==> src/rtl/factor_pkg.sv <==
// Shared types and constants for the factor digit display path.
// Digits on the display are divisor = bit index + FACTOR_BASE.
package factor_pkg;

  typedef enum logic [2:0] {
    LOAD   = 3'd0,
    SEARCH = 3'd1,
    SHOW   = 3'd2,
    GAP    = 3'd3,
    SEP    = 3'd4,
    EMPTY  = 3'd5
  } seq_state_t;

  localparam int FACTOR_BASE = 2;
  localparam int DIGIT_NONE  = 1;
  localparam int FACTOR_BITS = 8;

  function automatic int max_int(input int a, input int b);
    return (a > b) ? a : b;
  endfunction

  // Counter width that can reach n-1; never narrower than one bit.
  function automatic int cnt_width(input int n);
    return (n > 1) ? $clog2(n) : 1;
  endfunction

endpackage

==> src/rtl/tick_counter.sv <==
// Generic count-to-limit on enable, with synchronous clear.
// o_at_last flags that the current count equals the supplied limit.
module tick_counter #(
  parameter int W = 2
) (
  input  logic         i_clk,
  input  logic         i_reset,
  input  logic         i_clr,
  input  logic         i_en,
  input  logic [W-1:0] i_last,
  output logic         o_at_last
);

  logic [W-1:0] r_count;

  assign o_at_last = (r_count == i_last);

  // Saturates at the limit; the owner leaves the counting state there.
  always_ff @(posedge i_clk) begin
    if (i_reset) begin
      r_count <= '0;
    end else if (i_clr) begin
      r_count <= '0;
    end else if (i_en && !o_at_last) begin
      r_count <= r_count + 1'b1;
    end
  end

endmodule

==> src/rtl/factor_digit_sequencer.sv <==
// Steps through the set bits of the divisibility mask on one digit,
// with blank gaps between divisors and a blank separator between scans.
module factor_digit_sequencer
  import factor_pkg::*;
#(
  parameter int HOLD_TICKS = 1,
  parameter int SEP_TICKS  = 2
) (
  input  logic                   clk,
  input  logic                   reset,
  input  logic                   tick,
  input  logic [FACTOR_BITS-1:0] factors,
  output logic [3:0]             digit,
  output logic                   blank,
  output logic                   scan_start,
  output seq_state_t             o_dbg_state
);

  localparam int CNT_W = cnt_width(max_int(HOLD_TICKS, SEP_TICKS));
  localparam logic [CNT_W-1:0] HOLD_LAST = CNT_W'(HOLD_TICKS - 1);
  localparam logic [CNT_W-1:0] SEP_LAST  = CNT_W'(SEP_TICKS - 1);
  localparam logic [2:0]       LAST_IDX  = 3'(FACTOR_BITS - 1);

  seq_state_t             r_state;
  logic [FACTOR_BITS-1:0] r_snap;
  logic [2:0]             r_idx;
  logic [3:0]             r_digit;
  logic                   r_blank;
  logic                   r_scan_start;

  logic                   w_changed;
  logic                   w_counting;
  logic                   w_cnt_clr;
  logic                   w_cnt_en;
  logic [CNT_W-1:0]       w_cnt_last_val;
  logic                   w_cnt_at_last;

  // A mask change outranks everything, including a coincident tick.
  assign w_changed      = (r_state != LOAD) && (factors != r_snap);
  assign w_counting     = (r_state == SHOW) || (r_state == SEP);
  assign w_cnt_clr      = !w_counting;
  assign w_cnt_en       = w_counting && tick && !w_changed;
  assign w_cnt_last_val = (r_state == SHOW) ? HOLD_LAST : SEP_LAST;

  tick_counter #(
    .W (CNT_W)
  ) u_tick_counter (
    .i_clk     (clk),
    .i_reset   (reset),
    .i_clr     (w_cnt_clr),
    .i_en      (w_cnt_en),
    .i_last    (w_cnt_last_val),
    .o_at_last (w_cnt_at_last)
  );

  always_ff @(posedge clk) begin
    if (reset) begin
      r_state      <= LOAD;
      r_snap       <= '0;
      r_idx        <= '0;
      r_digit      <= 4'd0;
      r_blank      <= 1'b1;
      r_scan_start <= 1'b0;
    end else begin
      r_scan_start <= 1'b0;
      if (w_changed) begin
        r_state <= LOAD;
      end else begin
        case (r_state)
          LOAD: begin
            r_snap <= factors;
            r_idx  <= '0;
            if (factors == '0) begin
              r_state <= EMPTY;
              r_digit <= 4'(DIGIT_NONE);
              r_blank <= 1'b0;
            end else begin
              r_state      <= SEARCH;
              r_scan_start <= 1'b1;
            end
          end
          SEARCH: begin
            if (r_snap[r_idx]) begin
              r_digit <= 4'(r_idx) + 4'(FACTOR_BASE);
              r_blank <= 1'b0;
              r_state <= SHOW;
            end else if (r_idx == LAST_IDX) begin
              r_blank <= 1'b1;
              r_state <= SEP;
            end else begin
              r_idx <= r_idx + 3'd1;
            end
          end
          SHOW: begin
            if (tick && w_cnt_at_last) begin
              r_blank <= 1'b1;
              r_state <= GAP;
            end
          end
          GAP: begin
            if (tick) begin
              if (r_idx == LAST_IDX) begin
                r_state <= SEP;
              end else begin
                r_idx   <= r_idx + 3'd1;
                r_state <= SEARCH;
              end
            end
          end
          SEP: begin
            if (tick && w_cnt_at_last) begin
              r_state <= LOAD;
            end
          end
          EMPTY: begin
            r_digit <= 4'(DIGIT_NONE);
            r_blank <= 1'b0;
          end
          default: begin
            r_state <= LOAD;
          end
        endcase
      end
    end
  end

  assign digit       = r_digit;
  assign blank       = r_blank;
  assign scan_start  = r_scan_start;
  assign o_dbg_state = r_state;

endmodule

==> config.mk <==
export PLATFORM = sky130hd
export DESIGN_NAME = factor_digit_sequencer
export DESIGN_NICKNAME = d
export VERILOG_FILES = /design/src/rtl/factor_pkg.sv /design/src/rtl/tick_counter.sv /design/src/rtl/factor_digit_sequencer.sv
export SDC_FILE = /design/constraint.sdc
export NUM_CORES = 1
export LEC_CHECK = 0
export BUFFER_PORTS_ARGS = -buffer_cell sky130_fd_sc_hd__buf_2
export CAP_MARGIN = 20
export CORE_ASPECT_RATIO = 0.7
export CORE_MARGIN = 2
export CORE_UTILIZATION = 35
export CTS_CLUSTER_DIAMETER = 60
export DETAILED_ROUTE_END_ITERATION = 8
export GPL_TIMING_DRIVEN = 0
export HOLD_SLACK_MARGIN = 0.06
export PLACE_DENSITY_LB_ADDON = 0.1
export SLEW_MARGIN = 15
export SYNTH_ARGS = -nofsm -noshare
export SYNTH_HDL_FRONTEND = slang
export SYNTH_SLANG_ARGS = --single-unit
==> constraint.sdc <==
create_clock -name clk -period 4.83 [get_ports clk]
set_clock_uncertainty 0.2 [all_clocks]
set_input_delay 0 -clock clk [delete_from_list [all_inputs] [get_ports clk]]
set_output_delay 0 -clock clk [all_outputs]
set_load 0.02 [all_outputs]
==> results of run 1 <==
-- metrics by stage --
step / util / area (sq um) / power, mW
after floorplan: - / 1250 / 0.550
after global placement: 0.405 / 1410 / 0.637
after detailed placement: 0.405 / 1410 / 0.643
after CTS: 0.448 / 1550 / 0.771
after global routing: 0.448 / 1550 / 0.826
final: 0.448 / 1550 / 0.766
-- path summary, 6_finish.rpt --
| kind | end | slack, ns | cells after the start |
|---|---|---|---|
| setup / recovery | r_idx[0] | 2.68 | 5 |
| hold / removal | r_snap[1] | 0.29 | 2 |
| setup reg to reg | r_idx[0] | 2.68 | 5 |
| hold reg to reg | r_snap[1] | 0.29 | 2 |
-- routing by layer --
| metal | routed length (um) | global-route usage | vias up |
|---|---|---|---|
| met4 | 24 | 0.0556 | 0 |
| met1 | 1520 | 0.234 | 507 |
| met5 | 0 | 0 | - |
| met3 | 127 | 0.0468 | 4 |
| met2 | 1270 | 0.225 | 28 |
| li1 | - | - | 587 |
-- kinds of logic (layout without fill, tap and decap cells) --
family,after synthesis,count (layout),synth area share
xor gates and xnor gates,8,8,0.0562
AOI/OAI and AO/OA,30,30,0.168
and+or+nand+nor,62,62,0.262
adders and majority gates,3,3,0.0301
buffers and inverters,10,43,0.0371
DFF,21,21,0.337
muxes,12,12,0.110
-- cell usage in the layout, fill, tap and decap left out, types with 2 or more instances in the layout --
master,netlist,routed
xnor2_1,8,8
mux2i_1,10,10
nand3_1,2,2
nor2_1,7,7
dfxtp_1,21,21
a21oi_1,16,16
a31oi_1,2,2
nor2b_1,2,2
nand4_1,4,4
nor4_1,2,2
ha_1,3,3
nand2b_1,10,10
inv_1,3,3
nor3_1,6,6
buf_2,1,20
dlygate4sd3_1,0,10
a211oi_1,3,3
o21ai_0,2,2
clkbuf_8,0,3
nand2_1,23,23
clkbuf_1,5,5
-- state kept, by name, summed over array words and instances, names as in the netlist --
signal and flops:
blank 1, digit 4, o_dbg_state 3, r_idx 3
scan_start 1, u_tick_counter.r_count 1, r_snap 8
-- synth_stat cells, drive strengths merged --
cell | instances | share of area
nor2b | 2 | 0.010
mux2i | 10 | 0.080
a21oi | 16 | 0.064
nor4 | 2 | 0.010
buf | 2 | 0.013
a221o | 1 | 0.0080
clkbuf | 5 | 0.015
a211oi | 3 | 0.018
mux2 | 1 | 0.012
xnor2 | 8 | 0.056
nor4b | 1 | 0.0070
nand2b | 10 | 0.050
o21ai | 4 | 0.028
a311oi | 1 | 0.0070
nor2 | 7 | 0.021
or2 | 1 | 0.0050
a31oi | 3 | 0.027
mux4 | 1 | 0.018
a211o | 1 | 0.0070
nand4 | 4 | 0.020
nand2 | 23 | 0.069
ha | 3 | 0.030
a21bo | 1 | 0.0080
nor3 | 6 | 0.024
nor3b | 1 | 0.010
nand3 | 3 | 0.022
or2b | 1 | 0.0060
dfxtp | 21 | 0.34
inv | 3 | 0.0090
or3b | 1 | 0.0070
-- power by group --
group / switching, mW / internal [mW]
clock network: 0.0618 / 0.0584
registers: 0.0314 / 0.214
logic: 0.239 / 0.161
-- critical path, stage by stage, from the launching register on --
cell,delay (ns)
dfxtp_1,0.39
clkbuf_1,0.40
nand2_1,0.14
a221o_1,0.34
nor3b_2,0.38
mux2i_1,0.23
-- layout make-up --
class                   instances  area [sq um]
plain buffers                   7          35.0
clock buffers                   3          41.3
clock inverters                 1          7.51
fillers                       372          1910
inverters                       3          11.3
multi-input cells             115           781
flip-flops and latches         21           420
well taps                      50          62.6
repair buffers                 29           195
==> impl_results.md, run 1 <==
* Status: complete, no violations
* Sequential area share after synthesis at 0.337
* Io pins at 20
* Total wire length at 2950 um
* CP Class: reg -> reg
* All-Layer GR Usage at 0.161
* Post-synthesis cell area at 0.00125 sq mm
* CTS resizes at 0
* Gp weighted congestion at 0.854
* Share of layout cells above drive strength 1 at 0.196
* Leakage at 0.607 nW
* Core area at 0.00347 sq mm
* CTS tree: done
* CP endpoint kind: flip-flop
* Worst r2r src: o_dbg_state[0]
* Grt total ovfl at 0
* Drt drc at 0
* Maxcap violations at 0
* Worst skew pair latency at 0.27 ns
* Total negative slack at 0 ns
* Tmin final at 2.15 ns
* Worst Tran Pin Value at 0.892 ns
* CP required at 4.83 ns
* Starting DRC count in detailed routing at 89
* CTS Buffer Depth at 2
* Unrepaired setup endpoints after global routing: no
* Synth Net Count at 160
* Hold_ws at 0.287 ns
* Pre-Repair DR Iteration Count at 4
* Dpl ws at 2.68 ns
* FMAX at 0.464 GHz
* Vias per inst at 4.92
* Ys Warns at 0
* Hold_sp: r_snap[1]
* Fin worst setup slack at 2.68 ns
* Yosys reg bits at 21
* Die X at 75.4 um
* Distinct cells, synth at 35
* Post-CTS Hold Fix Bufs at 10
* First-pass GRT wire length at 4820 um
* Initial antenna violation count at 0
* Initial core utilization at 0.360
* Die ar. at 0.00407 sq mm
* Hold Fails Final Rpt at 0
* Syn Area/Cell at 8.54 sq um
* Post-CTS Setup Inserts at 0
* Largest fanout on the critical path at 10
* Clock-pin slew on the worst setup and hold paths at 0.08 ns
* Number of nets with antenna violations after routing at 0
* Crit share post-route at 0.446
* Antenna fix cells at 0
* Hold Path Class: reg -> reg
* Die Height at 54.0 um
* # placed instances at 215
* H-tree levels at 1
* Worst Setup SP: o_dbg_state[0]
* Nets@finish at 194
* Arr. time, crit path at 2.15 ns
* Maximum vdd drop at 0.000168 V
* Rel. slew slack at 0.401
* Drt wl/cell at 12.9 um
* Hpwl dp at 2190 um
* Syn Inst Count at 146
* Non-filler instance count after layout at 229
* CTS Sinks at 21
* Final setup vio count at 0
* Syn-to-layout area delta at 24.6%
* Via count at 1126
* Pwr dens at 493 mW/mm^2
* Vias in the first global route at 1058
* Clock buffers created by TritonCTS at 3
* Root buffer cell: clkbuf_8
* Number of max-slew violations in the final report at 0
* FP Rows at 18
* Port bufs at 19
* Startpoint types: flip-flop
* Largest net degree at the start of global routing at 14
(Power assumes the default switching activity.)
==> run 2: changes to the inputs <==
==> constraint.sdc (replaced) <==
create_clock -name clk -period 2.1 [get_ports clk]
set_clock_uncertainty 0.2 [all_clocks]
set_input_delay 0 -clock clk [delete_from_list [all_inputs] [get_ports clk]]
set_output_delay 0 -clock clk [all_outputs]
set_load 0.02 [all_outputs]
==> run 2 against run 1 <==
Against the previous run: worst hold slack about the same; final area increased by 2.3%; global-route usage increased by 0.28 points; sequential power increased by 130%; fmax increased by 3.7%; critical path depth increased by 1; utilization increased by 1.0 points; worst setup slack got worse by 2.7 ns; critical path type unchanged; via count decreased by 0.36%.
==> impl_results.md, run 2 (synthesis results as in run 1) <==
* Antenna fix cells at 0
* Busiest grt layer: met1
* Met2 Use GR at 0.229
* Unrepaired setup endpoints after global routing: yes
* Number of max-slew violations in the final report at 0
* Crit share post-route at 0.989
* CTS Sinks at 21
* Initial antenna violation count at 0
* M3 GR Usage at 0.0468
* Final core utilization at 0.458
* Pwr dens at 1140 mW/mm^2
* CTS Buffer Depth at 2
* First-pass GRT wire length at 4910 um
* Dpl ws at -0.0460 ns
* Drt wl/cell at 12.9 um
* Hold Path Class: reg -> reg
* FMAX at 0.481 GHz
* Die X at 75.4 um
* All-Layer GR Usage at 0.164
* Tmin final at 2.08 ns
* Fin worst setup slack at 0.0221 ns
* Clock buffers created by TritonCTS at 3
* Most common cell after layout, fill and taps aside: nand2_1
* Post-Place Cell Area at 0.00141 sq mm
* Hpwl dp at 2190 um
* Largest net degree at the start of global routing at 14
* Clock-pin slew on the worst setup and hold paths at 0.08 ns
* Buf/Inv on CP at 1
* # placed instances at 215
* CP Class: reg -> reg
* Status: complete, no violations
* Number of nets with antenna violations after routing at 0
* Leakage at 0.618 nW
* Cell family with most CP delay: multiplexers
* Share of layout cells above drive strength 1 at 0.239
* Pwr Total at 1.81 mW
* Maximum vdd drop at 0.000407 V
* Largest register FFs at 8
* Met1 usage at 0.239
* Hold Fails Final Rpt at 0
* Total wire length at 2960 um
* CTS tree: done
* Die ar. at 0.00407 sq mm
* Fillers at 365
* Initial core utilization at 0.360
* Max incr delay on CP at 0.55 ns
* FP Rows at 18
* Pre-Repair DR Iteration Count at 4
* Gp weighted congestion at 0.854
* Vias per inst at 4.88
* Final Instance Area at 0.00159 sq mm
* Critical Path Slowest Stage Cell: mux4_2
* Worst Tran Pin Value at 0.880 ns
* Die Height at 54.0 um
* Critical path cell sequence: buf_6 -> mux2i_1 -> mux4_2 -> a31oi_4 -> nand3_4 -> mux2_4
* Hold_ws at 0.287 ns
* Final setup vio count at 0
* Reg with most FFs: r_snap
* Startpoint types: flip-flop
* Syn-to-layout area delta at 27.4%
* Grt total ovfl at 0
* Arr. time, crit path at 2.04 ns
* Via count at 1122
* H-tree levels at 1
* Nets@finish at 195
* Worst skew pair latency at 0.27 ns
* CP required at 2.06 ns
* Drt drc at 0
* Core area at 0.00347 sq mm
* Root buffer cell: clkbuf_8
* Total negative slack at 0 ns
* Port bufs at 19
* Vias in the first global route at 1076
* Rel. slew slack at 0.409
* Io pins at 20
* Largest fanout on the critical path at 7
* Non-filler instance count after layout at 230
* Starting DRC count in detailed routing at 98
* Most frequent cells in the layout: nand2_1, buf_2, dfxtp_1
* CP endpoint kind: flip-flop
* Maxcap violations at 0
-- run 2: changes by cell type in the layout (fill, tap and decap cells not counted), moves of 2 or more --
cell,change
nor4_1,-2
dfxtp_2,+2
nor4_2,+2
dfxtp_1,-2
-- run 2: power breakdown --
group          switching, mW  internal [mW]
Combinational          0.561          0.402
Sequential            0.0758          0.495
Clock                  0.140          0.134
Total                  0.776           1.03
-- run 2: metal layers --
layer  wire (um)  share of wire  vias to the layer above
met4           8         0.0027                        0
met1        1480           0.50                      503
met3         177          0.060                        2
li1            -              -                      583
met2        1290           0.44                       34
met5           0              0                        -
-- run 2: layout make-up --
class / instances / area, sq um / share of cell area
buffer: 7 / 36.3 / 0.0228
clock buffer: 3 / 41.3 / 0.0260
clock inverter: 1 / 7.51 / 0.00472
inverter: 3 / 11.3 / 0.00709
multi-input combinational: 115 / 805 / 0.506
sequential: 21 / 423 / 0.266
tap: 50 / 62.6 / 0.0394
timing repair buffer: 30 / 203 / 0.128
-- run 2: worst paths after layout --
kind                                start   endpoint  cells after the start  slack (ns)
worst max-delay path             r_idx[0]   digit[1]                      6        0.02
worst min-delay path            r_snap[1]  r_snap[1]                      2        0.29
worst max register to register   r_idx[0]   digit[1]                      6        0.02
worst min register to register  r_snap[1]  r_snap[1]                      2        0.29
-- run 2: worst reg2reg max path: stages, from the launching register on --
cell,delay (ns)
dfxtp_2,0.33
buf_6,0.13
mux2i_1,0.12
mux4_2,0.55
a31oi_4,0.23
nand3_4,0.10
mux2_4,0.31
-- run 2: repair_timing --
item,in CTS,in global routing
pin swaps,1,1
hold buffers,10,0
setup endpoints to repair,4,8
resized for setup,3,5
endpoints found under the hold margin,18,0
buffers inserted,1,0
==> run 3: changes to the inputs <==
--- a/config.mk
+++ b/config.mk
@@ -18,4 +18,5 @@
 export SLEW_MARGIN = 15
 export SYNTH_ARGS = -nofsm -noshare
 export SYNTH_HDL_FRONTEND = slang
+export SYNTH_HIERARCHICAL = 1
 export SYNTH_SLANG_ARGS = --single-unit
==> run 3 against run 2 <==
Against the previous run: first-iteration DRC count is 35% lower; sequential share of layout area grew 0.31 points; final cell count is 3.5% lower; worst hold slack worse by 0.034 ns; largest cell class unchanged; critical path type unchanged; global-route usage is 0.35 points lower; highest routed layer unchanged; sequential power decreased by 1%; largest power group unchanged; wire length down 4.0%; critical endpoint unchanged.
==> impl_results.md, run 3 <==
* FP Rows at 17
* Largest cells by area after synthesis: dfxtp_1, xnor2_1, nand2_1
* Hold_ws at 0.253 ns
* Crit share post-route at 0.998
* Drt drc at 0
* Sequential area share after synthesis at 0.348
* Final core utilization at 0.495
* Hpwl dp at 2010 um
* Port bufs at 19
* Final setup vio count at 0
* Largest register FFs at 8
* Reg with most FFs: r_snap
* Die ar. at 0.00394 sq mm
* Final Instance Area at 0.00159 sq mm
* H-tree levels at 1
* Non-filler instance count after layout at 222
* Initial antenna violation count at 0
* Post-synth EDFFs at 0
* Number of nets with antenna violations after routing at 0
* Worst skew pair latency at 0.26 ns
* Fillers at 324
* Via count at 1067
* Largest fanout on the critical path at 4
* Leakage at 0.634 nW
* Starting DRC count in detailed routing at 64
* Antenna fix cells at 0
* Maxcap violations at 0
* Post-synthesis cell area at 0.00121 sq mm
* CTS tree: done
* Most common cell after layout, fill and taps aside: nand2_1
* Pre-Repair DR Iteration Count at 4
* FMAX at 0.477 GHz
* Syn-to-layout area delta at 31.6%
* Post-Place Cell Area at 0.00137 sq mm
* Async S/R FF share, synth at 0
* Gp weighted congestion at 0.812
* Hold Fails Final Rpt at 0
* Status: complete, no violations
* CTS Buffer Depth at 2
* Ys Warns at 6
* Yosys top cell area share at 0.348
* Synth Net Count at 150
* Clock-pin slew on the worst setup and hold paths at 0.08 ns
* Core area at 0.00321 sq mm
* Die Height at 53.1 um
* Storage cell area at 428 sq um
* CP Class: reg -> reg
* Rel. slew slack at 0.389
* First-pass GRT wire length at 4600 um
* Unrepaired setup endpoints after global routing: yes
* Syn Inst Count at 136
* All-Layer GR Usage at 0.160
* Initial core utilization at 0.376
* Largest area contributor in the synthesized netlist: dfxtp_1
* Most frequent cells in the layout: nand2_1, buf_2, dfxtp_1
* Arr. time, crit path at 2.06 ns
* Yosys reg bits at 21
* Die X at 74.2 um
* Synth cell count leaders: nand2_1, dfxtp_1, xnor2_1
* Root buffer cell: clkbuf_8
* Number of max-slew violations in the final report at 0
* Most numerous cell in the Yosys netlist: nand2_1
* CTS Sinks at 21
* Drt wl/cell at 12.8 um
* Clock buffers created by TritonCTS at 3
* Largest net degree at the start of global routing at 13
* Vias per inst at 4.81
* Startpoint types: flip-flop
* Hold Path Class: reg -> reg
* Tmin final at 2.10 ns
* CP endpoint kind: flip-flop
* Worst Tran Pin Value at 0.909 ns
* Vias in the first global route at 991
* Maximum vdd drop at 0.000485 V
* Syn Area/Cell at 8.88 sq um
* Share of layout cells above drive strength 1 at 0.303
* Pwr dens at 1060 mW/mm^2
* CP required at 2.06 ns
* Total wire length at 2840 um
* Grt total ovfl at 0
* Dominant synthesized flop cell: dfxtp_1
* Multi-input logic area at 781 sq um
* Distinct cells, synth at 40
* Io pins at 20
* Nets@finish at 190
* # placed instances at 202
[run 3: changes by cell type after synthesis, moves of 3 or more]
cell,before,now
mux2i_1,10,5
nand2b_1,10,6
or3b_2,1,4
a21oi_1,16,9
[run 3: repair_timing]
| action | in CTS | in global routing |
|---|---|---|
| setup endpoints to repair | 2 | 8 |
| hold buffers | 10 | 0 |
| gates resized for setup | 2 | 5 |
| pin swaps | 0 | 0 |
| hold endpoints to repair | 18 | 0 |
| setup buffers | 6 | 0 |
[run 3: cells by family after synthesis]
kind of cell / share of synthesized area
flops: 0.348
simple gates: 0.274
mux: 0.113
fa+ha+maj: 0.0311
buf+inv: 0.0290
compound gates: 0.133
xor+xnor: 0.0725
[run 3: area by class of cell]
cell class | count | share of cell area
plain buffers | 5 | 0.0126
clock buffers | 3 | 0.0260
clock inverters | 1 | 0.00315
inverters | 4 | 0.00945
multi-input cells | 106 | 0.491
flip-flops and latches | 21 | 0.269
well taps | 47 | 0.0370
repair buffers | 35 | 0.151
[run 3: critical path, stage by stage (launching register included)]
cell and delay [ns]:
dfxtp_4 0.36, mux4_2 0.49, mux2_4 0.31, or2_4 0.25, nand3_4 0.09, mux2_4 0.29
[run 3: layer usage]
layer,GRT usage,share of wire,vias to the layer above
met5,0,0,-
met4,0.0455,0.0092,0
met3,0.0514,0.036,5
met1,0.215,0.52,488
met2,0.247,0.44,13
li1,-,-,561
[run 3: through the flow]
step           worst slack [ns]  setup TNS (ns)  power (mW)
2_1_floorplan          0.000500               0        1.13
3_3_place_gp            -0.0976          -0.130        1.30
3_5_place_dp             -0.103          -0.144        1.31
4_1_cts               -0.000528       -0.000528        1.66
5_1_grt                 -0.0699          -0.212        1.81
6_report                0.00470               0        1.68
[run 3: report_power, final]
part,switching (mW),total [mW],internal [mW]
Clock,0.141,0.273,0.133
Sequential,0.0690,0.563,0.494
Combinational,0.466,0.846,0.380
[run 3: worst paths after layout]
check	startpoint	to	slack, ns	cells after the start
setup / recovery	r_idx[2]	digit[1]	0.005	5
hold reg to reg	digit[0]	digit[0]	0.25	2
hold / removal	digit[0]	digit[0]	0.25	2
setup reg to reg	r_idx[2]	digit[1]	0.005	5
